===== src/rtl/seg_pkg.sv =====
// Shared constants for the seven-segment scan decoder: segment patterns,
// the illegal-digit nibble and the scan FSM state encoding.
package seg_pkg;

  // Patterns are abcdefg, seg[6]=a down to seg[0]=g, active high.
  localparam logic [6:0] SEG_0 = 7'b1111110;
  localparam logic [6:0] SEG_1 = 7'b0110000;
  localparam logic [6:0] SEG_2 = 7'b1101101;
  localparam logic [6:0] SEG_3 = 7'b1111001;
  localparam logic [6:0] SEG_4 = 7'b0110011;
  localparam logic [6:0] SEG_5 = 7'b1011011;
  localparam logic [6:0] SEG_6 = 7'b1011111;
  localparam logic [6:0] SEG_7 = 7'b1110000;
  localparam logic [6:0] SEG_8 = 7'b1111111;
  localparam logic [6:0] SEG_9 = 7'b1111011;

  localparam logic [3:0] SEG_ILLEGAL = 4'hF;

  typedef enum logic [1:0] {
    ST_IDLE   = 2'd0,
    ST_SETTLE = 2'd1,
    ST_HOLD   = 2'd2
  } scan_state_e;

endpackage


===== src/rtl/seg_to_bcd.sv =====
// Combinational seven-segment pattern to BCD digit decoder.
module seg_to_bcd
  import seg_pkg::*;
(
  input  logic [6:0] seg,
  output logic [3:0] bcd,
  output logic       illegal
);

  always_comb begin
    bcd     = SEG_ILLEGAL;
    illegal = 1'b0;
    case (seg)
      SEG_0:   bcd = 4'd0;
      SEG_1:   bcd = 4'd1;
      SEG_2:   bcd = 4'd2;
      SEG_3:   bcd = 4'd3;
      SEG_4:   bcd = 4'd4;
      SEG_5:   bcd = 4'd5;
      SEG_6:   bcd = 4'd6;
      SEG_7:   bcd = 4'd7;
      SEG_8:   bcd = 4'd8;
      SEG_9:   bcd = 4'd9;
      default: illegal = 1'b1;
    endcase
  end

endmodule


===== src/rtl/seg_scan_decoder.sv =====
// Samples a multiplexed seven-segment display, debounces each digit strobe,
// decodes it to BCD and hands complete 4-digit frames out on valid/ready.
module seg_scan_decoder
  import seg_pkg::*;
#(
  parameter int STABLE_CYCLES = 4
) (
  input  logic        clk,
  input  logic        rst,
  input  logic [6:0]  seg,
  input  logic [3:0]  dig_en,
  output logic [15:0] bcd_out,
  output logic        bcd_valid,
  input  logic        bcd_ready,
  output logic        seg_err,
  output logic        overrun
);

  // Output handshake: a frame is offered while bcd_valid is high and is
  // consumed on any rising edge where bcd_valid && bcd_ready; bcd_out is
  // held stable until then.

  localparam logic [7:0] STABLE_C = 8'(STABLE_CYCLES);

  logic [6:0]  seg_in_q, seg_in_d, seg_prev_q, seg_prev_d;
  logic [3:0]  en_in_q, en_in_d, en_prev_q, en_prev_d;
  scan_state_e state_q, state_d;
  logic [7:0]  count_q, count_d;
  logic [3:0]  mask_q, mask_d;
  logic [15:0] frame_q, frame_d;
  logic [15:0] bcd_out_q, bcd_out_d;
  logic        bcd_valid_q, bcd_valid_d;
  logic        seg_err_q, seg_err_d;
  logic        overrun_q, overrun_d;

  logic        qual, same, capture, complete, load;
  logic [7:0]  count_inc;
  logic [1:0]  dig_idx;
  logic [3:0]  dec_bcd;
  logic        dec_illegal;

  seg_to_bcd u_dec (
    .seg     (seg_in_q),
    .bcd     (dec_bcd),
    .illegal (dec_illegal)
  );

  assign qual      = (en_in_q != 4'b0) && ((en_in_q & (en_in_q - 4'd1)) == 4'b0);
  assign same      = (seg_in_q == seg_prev_q) && (en_in_q == en_prev_q);
  assign count_inc = count_q + 8'd1;

  always_comb begin
    dig_idx = 2'd0;
    case (en_in_q)
      4'b0010: dig_idx = 2'd1;
      4'b0100: dig_idx = 2'd2;
      4'b1000: dig_idx = 2'd3;
      default: dig_idx = 2'd0;
    endcase
  end

  // Sample FSM: the previous registered sample is kept every cycle so that
  // "unchanged" is always judged against the immediately preceding sample.
  always_comb begin
    state_d = state_q;
    count_d = count_q;
    capture = 1'b0;
    case (state_q)
      ST_IDLE: begin
        if (qual) begin
          state_d = ST_SETTLE;
          count_d = 8'd1;
        end
      end
      ST_SETTLE: begin
        if (!qual) begin
          state_d = ST_IDLE;
          count_d = 8'd0;
        end else if (!same) begin
          count_d = 8'd1;
        end else begin
          count_d = count_inc;
          if (count_inc == STABLE_C) begin
            capture = 1'b1;
            state_d = ST_HOLD;
          end
        end
      end
      ST_HOLD: begin
        if (!qual) begin
          state_d = ST_IDLE;
          count_d = 8'd0;
        end else if (!same) begin
          state_d = ST_SETTLE;
          count_d = 8'd1;
        end
      end
      default: begin
        state_d = ST_IDLE;
        count_d = 8'd0;
      end
    endcase
  end

  always_comb begin
    seg_in_d   = seg;
    en_in_d    = dig_en;
    seg_prev_d = seg_in_q;
    en_prev_d  = en_in_q;
    complete   = (mask_q == 4'hF);
    load       = complete && (!bcd_valid_q || bcd_ready);
    frame_d    = frame_q;
    mask_d     = complete ? 4'b0 : mask_q;
    if (capture) begin
      frame_d[{dig_idx, 2'b00} +: 4] = dec_bcd;
      mask_d = mask_d | en_in_q;
    end
    seg_err_d = capture && dec_illegal;
    bcd_out_d = load ? frame_q : bcd_out_q;
    if (load)
      bcd_valid_d = 1'b1;
    else if (bcd_valid_q && bcd_ready)
      bcd_valid_d = 1'b0;
    else
      bcd_valid_d = bcd_valid_q;
    // A completed frame that cannot load is lost; the flag is sticky.
    overrun_d = overrun_q || (complete && !load);
  end

  always_ff @(posedge clk or posedge rst) begin
    if (rst) begin
      seg_in_q    <= 7'b0;
      en_in_q     <= 4'b0;
      seg_prev_q  <= 7'b0;
      en_prev_q   <= 4'b0;
      state_q     <= ST_IDLE;
      count_q     <= 8'd0;
      mask_q      <= 4'b0;
      frame_q     <= 16'h0;
      bcd_out_q   <= 16'h0;
      bcd_valid_q <= 1'b0;
      seg_err_q   <= 1'b0;
      overrun_q   <= 1'b0;
    end else begin
      seg_in_q    <= seg_in_d;
      en_in_q     <= en_in_d;
      seg_prev_q  <= seg_prev_d;
      en_prev_q   <= en_prev_d;
      state_q     <= state_d;
      count_q     <= count_d;
      mask_q      <= mask_d;
      frame_q     <= frame_d;
      bcd_out_q   <= bcd_out_d;
      bcd_valid_q <= bcd_valid_d;
      seg_err_q   <= seg_err_d;
      overrun_q   <= overrun_d;
    end
  end

  assign bcd_out   = bcd_out_q;
  assign bcd_valid = bcd_valid_q;
  assign seg_err   = seg_err_q;
  assign overrun   = overrun_q;

endmodule


===== config.mk =====
export PLATFORM = sky130hd
export DESIGN_NAME = seg_scan_decoder
export DESIGN_NICKNAME = d
export VERILOG_FILES = /design/src/rtl/seg_pkg.sv /design/src/rtl/seg_to_bcd.sv /design/src/rtl/seg_scan_decoder.sv
export SDC_FILE = /design/constraint.sdc
export NUM_CORES = 1
export LEC_CHECK = 0
export CELL_PAD_IN_SITES_DETAIL_PLACEMENT = 1
export CELL_PAD_IN_SITES_GLOBAL_PLACEMENT = 2
export CORE_UTILIZATION = 35
export CTS_CLUSTER_SIZE = 8
export DETAILED_ROUTE_END_ITERATION = 12
export GPL_ROUTABILITY_DRIVEN = 0
export PLACE_DENSITY_LB_ADDON = 0.08
export SLEW_MARGIN = 15
export SYNTH_ARGS = -nofsm -noshare
export SYNTH_HDL_FRONTEND = slang
export SYNTH_SLANG_ARGS = --single-unit

===== constraint.sdc =====
create_clock -name clk -period 6 [get_ports clk]
set_input_delay 1.2 -clock clk [delete_from_list [all_inputs] [get_ports clk]]
set_output_delay 1.2 -clock clk [all_outputs]
set_load 0.02 [all_outputs]

==> flow_metrics.tcl <==
set metrics [dict create \
    rrSetupSlack_ns 3.36 \
    grt_pass1_vias 2379 \
    wirelength_um 7470 \
    cp-endpoint "count_q[3]" \
    vias_per_cell 5.23 \
    netlist-cell-type-count 53 \
    multiInputGateArea_um2 1500 \
    drtIter0Drc 53 \
    synth_warnings 0 \
    fin_nets 329 \
    area_delta_synth_final_pct 17.0 \
    die_h_um 101 \
    grt_max_degree 47 \
    drive_gt1_frac 0.190 \
    cts_hold_buf 0 \
    cp_max_fo 15 \
    holdWs_ns 0.494 \
    drt.antenna.violating_nets 0 \
    powerDensity_nw_per_um2 230 \
    syn_avg_cell_area_um2 11.9 \
    synth.most_common_cell "dfrtp_1" \
    grt_use_total 0.168 \
    cap_viol_max_count 0 \
    hold_viol 0 \
    rr_startpoint "en_in_q[0]" \
    grt.overflow.total 0 \
    period_share 0.440 \
    synth-async-reset-ratio 1.00 \
    grt_pass1_wl_um 12800 \
    core_um2 9330 \
    io_pins 33 \
    setup-violations-final 0 \
    die_w_um 101 \
    p_leak_nw 1.79 \
    r2r-end "count_q[3]" \
    endpoint_kind "flip-flop" \
    cts.path.max_buffers 2 \
    final_area_um2 3980 \
    post_cts_buffers 0 \
    synth-edff-count 0 \
    max_slew_margin 0.429 \
    dominantRegCellSynth "dfrtp_1" \
    required_ns 6.24 \
    placed_area_um2 3800 \
    dp.cells 428 \
    syn_area_um2 3400 \
    cts-root-buf "clkbuf_8" \
    antenna_found_initial 0 \
    seq_area_um2 1780 \
    firstDrtPassIters 4 \
    seq_area_frac_synth 0.522 \
    vdd_ir_drop_max_v 0.0000840 \
    slew_viol_final 0 \
    skew_ns 0.00874 \
    vias 2323 \
    hpwl_um 4970 \
    clock_sinks 71 \
    post_cts_resized 0 \
    setup_slack_ns 3.36 \
    route.detailed.drc 0 \
    synthesis.instances 286 \
    worst_pin_slew_ns 0.854 \
    fin_setup_tns_ns 0 \
    num_antenna_cells 0 \
    synth_common_cells "71 x dfrtp_1, 28 x mux2_2, 18 x xnor2_1, 14 x nor2_1, 12 x clkbuf_1" \
    post_drt_wl_per_cell_um 16.8 \
    start_util 0.365 \
    holdCritPathClass "flip-flop to flip-flop" \
    cts_made_buffers 9 \
    fp.dieArea_um2 10100 \
    clk_latency_ns 0.35 \
    worst-setup-path-type "flip-flop to flip-flop" \
    dp_slack_ns 3.29 \
    yosys.area.top_type "dfrtp_1" \
    htreeDepth 3 \
    n_fill_cell 1020 \
    rows 35 \
    fmax_mhz 379 \
    synth_area_leaders "dfrtp_1 52%, mux2_2 9.3%, xnor2_1 4.6%" \
    ys_ff_latch 71 \
    final_cells 444 \
    yosysTopAreaCellShare 0.522 \
    clkTransAtPathRegs_ns 0.09 \
    start_kind "flip-flop" \
    port_buffers 32 \
    cts_tree "done" \
    rsz0062_at_grt "no" \
    cp-startpoint "en_in_q[0]" \
    reg2regPathDepth 5 \
    status "finished, final reports clean" \
    worstPathArrival_ns 2.88 \
    post-route-min-period_ns 2.64 \
    synth_nets 305 \
]
critical path, stage by stage (launching register included):
cell      delay, ns
dfrtp_1        0.49
xor2_1         0.22
o211ai_1       0.49
nand2_1        0.52
and2_1         0.43
a221o_1        0.36
power by group:
part | leakage (nW) | total, W | switching, W | internal, W
combinational | 0.764 | 0.0000604 | 0.0000338 | 0.0000265
clock | 0.0866 | 0.000353 | 0.000199 | 0.000154
sequential | 0.937 | 0.000503 | 0.0000164 | 0.000487
total | 1.79 | 0.000917 | 0.000249 | 0.000668
metal layers:
| metal | GRT usage | wire (um) |
|---|---|---|
| met1 | 0.243 | 3920 |
| met4 | 0.0468 | 85 |
| met2 | 0.246 | 3270 |
| met3 | 0.0451 | 198 |
| met5 | 0 | 0 |
placed cells by master, fill, tap and decap left out, types with 7 or more instances in the layout:
cell type	instances
nand2_1	8
nor2_1	14
nand3_1	7
dfrtp_1	71
mux2_2	28
o2bb2ai_1	7
nand4_1	8
clkdlybuf4s50_1	32
xnor2_1	18
clkbuf_8	9
cell families after synthesis:
family,count (synthesis),share of synthesized area
compound gates,43,0.103
simple gates,91,0.176
mux,28,0.0927
xor+xnor,20,0.0515
buf+inv,28,0.0360
fa+ha+maj,5,0.0184
flops,71,0.522
layout make-up:
type                            count  area share
Clock buffer                        9      0.0311
Multi-Input combinational cell    187       0.377
Sequential cell                    71       0.446
Tap cell                          129      0.0405
Timing Repair Buffer               34      0.0842
Inverter                            7     0.00660
Clock inverter                      7      0.0138
sequential cells by signal (all words and copies together), names as in the netlist:
signal and count:
bcd_out 16, frame_q 16, count_q 8, seg_in_q 7, seg_prev_q 7, en_in_q 4
en_prev_q 4, mask_q 4, state_q 2, bcd_valid 1, overrun 1, seg_err 1
worst min-delay path by stage:
stage | startpoint | endpoint | slack [ns] | depth (start not counted)
after floorplan | en_in_q[0] | en_prev_q[0] | 0.35 | 0
after global placement | overrun | overrun | 0.47 | 1
after detailed placement | overrun | overrun | 0.47 | 1
after CTS | overrun | overrun | 0.49 | 1
after global routing | frame_q[11] | frame_q[11] | 0.52 | 1
final | overrun | overrun | 0.49 | 1
through the flow:
step	power [W]	util
after floorplan	0.000553	-
after global placement	0.000574	0.408
after detailed placement	0.000575	0.408
after CTS	0.000934	0.427
after global routing	0.000966	0.427
final	0.000917	0.427
Note: power is estimated with default switching activity, not from simulation.
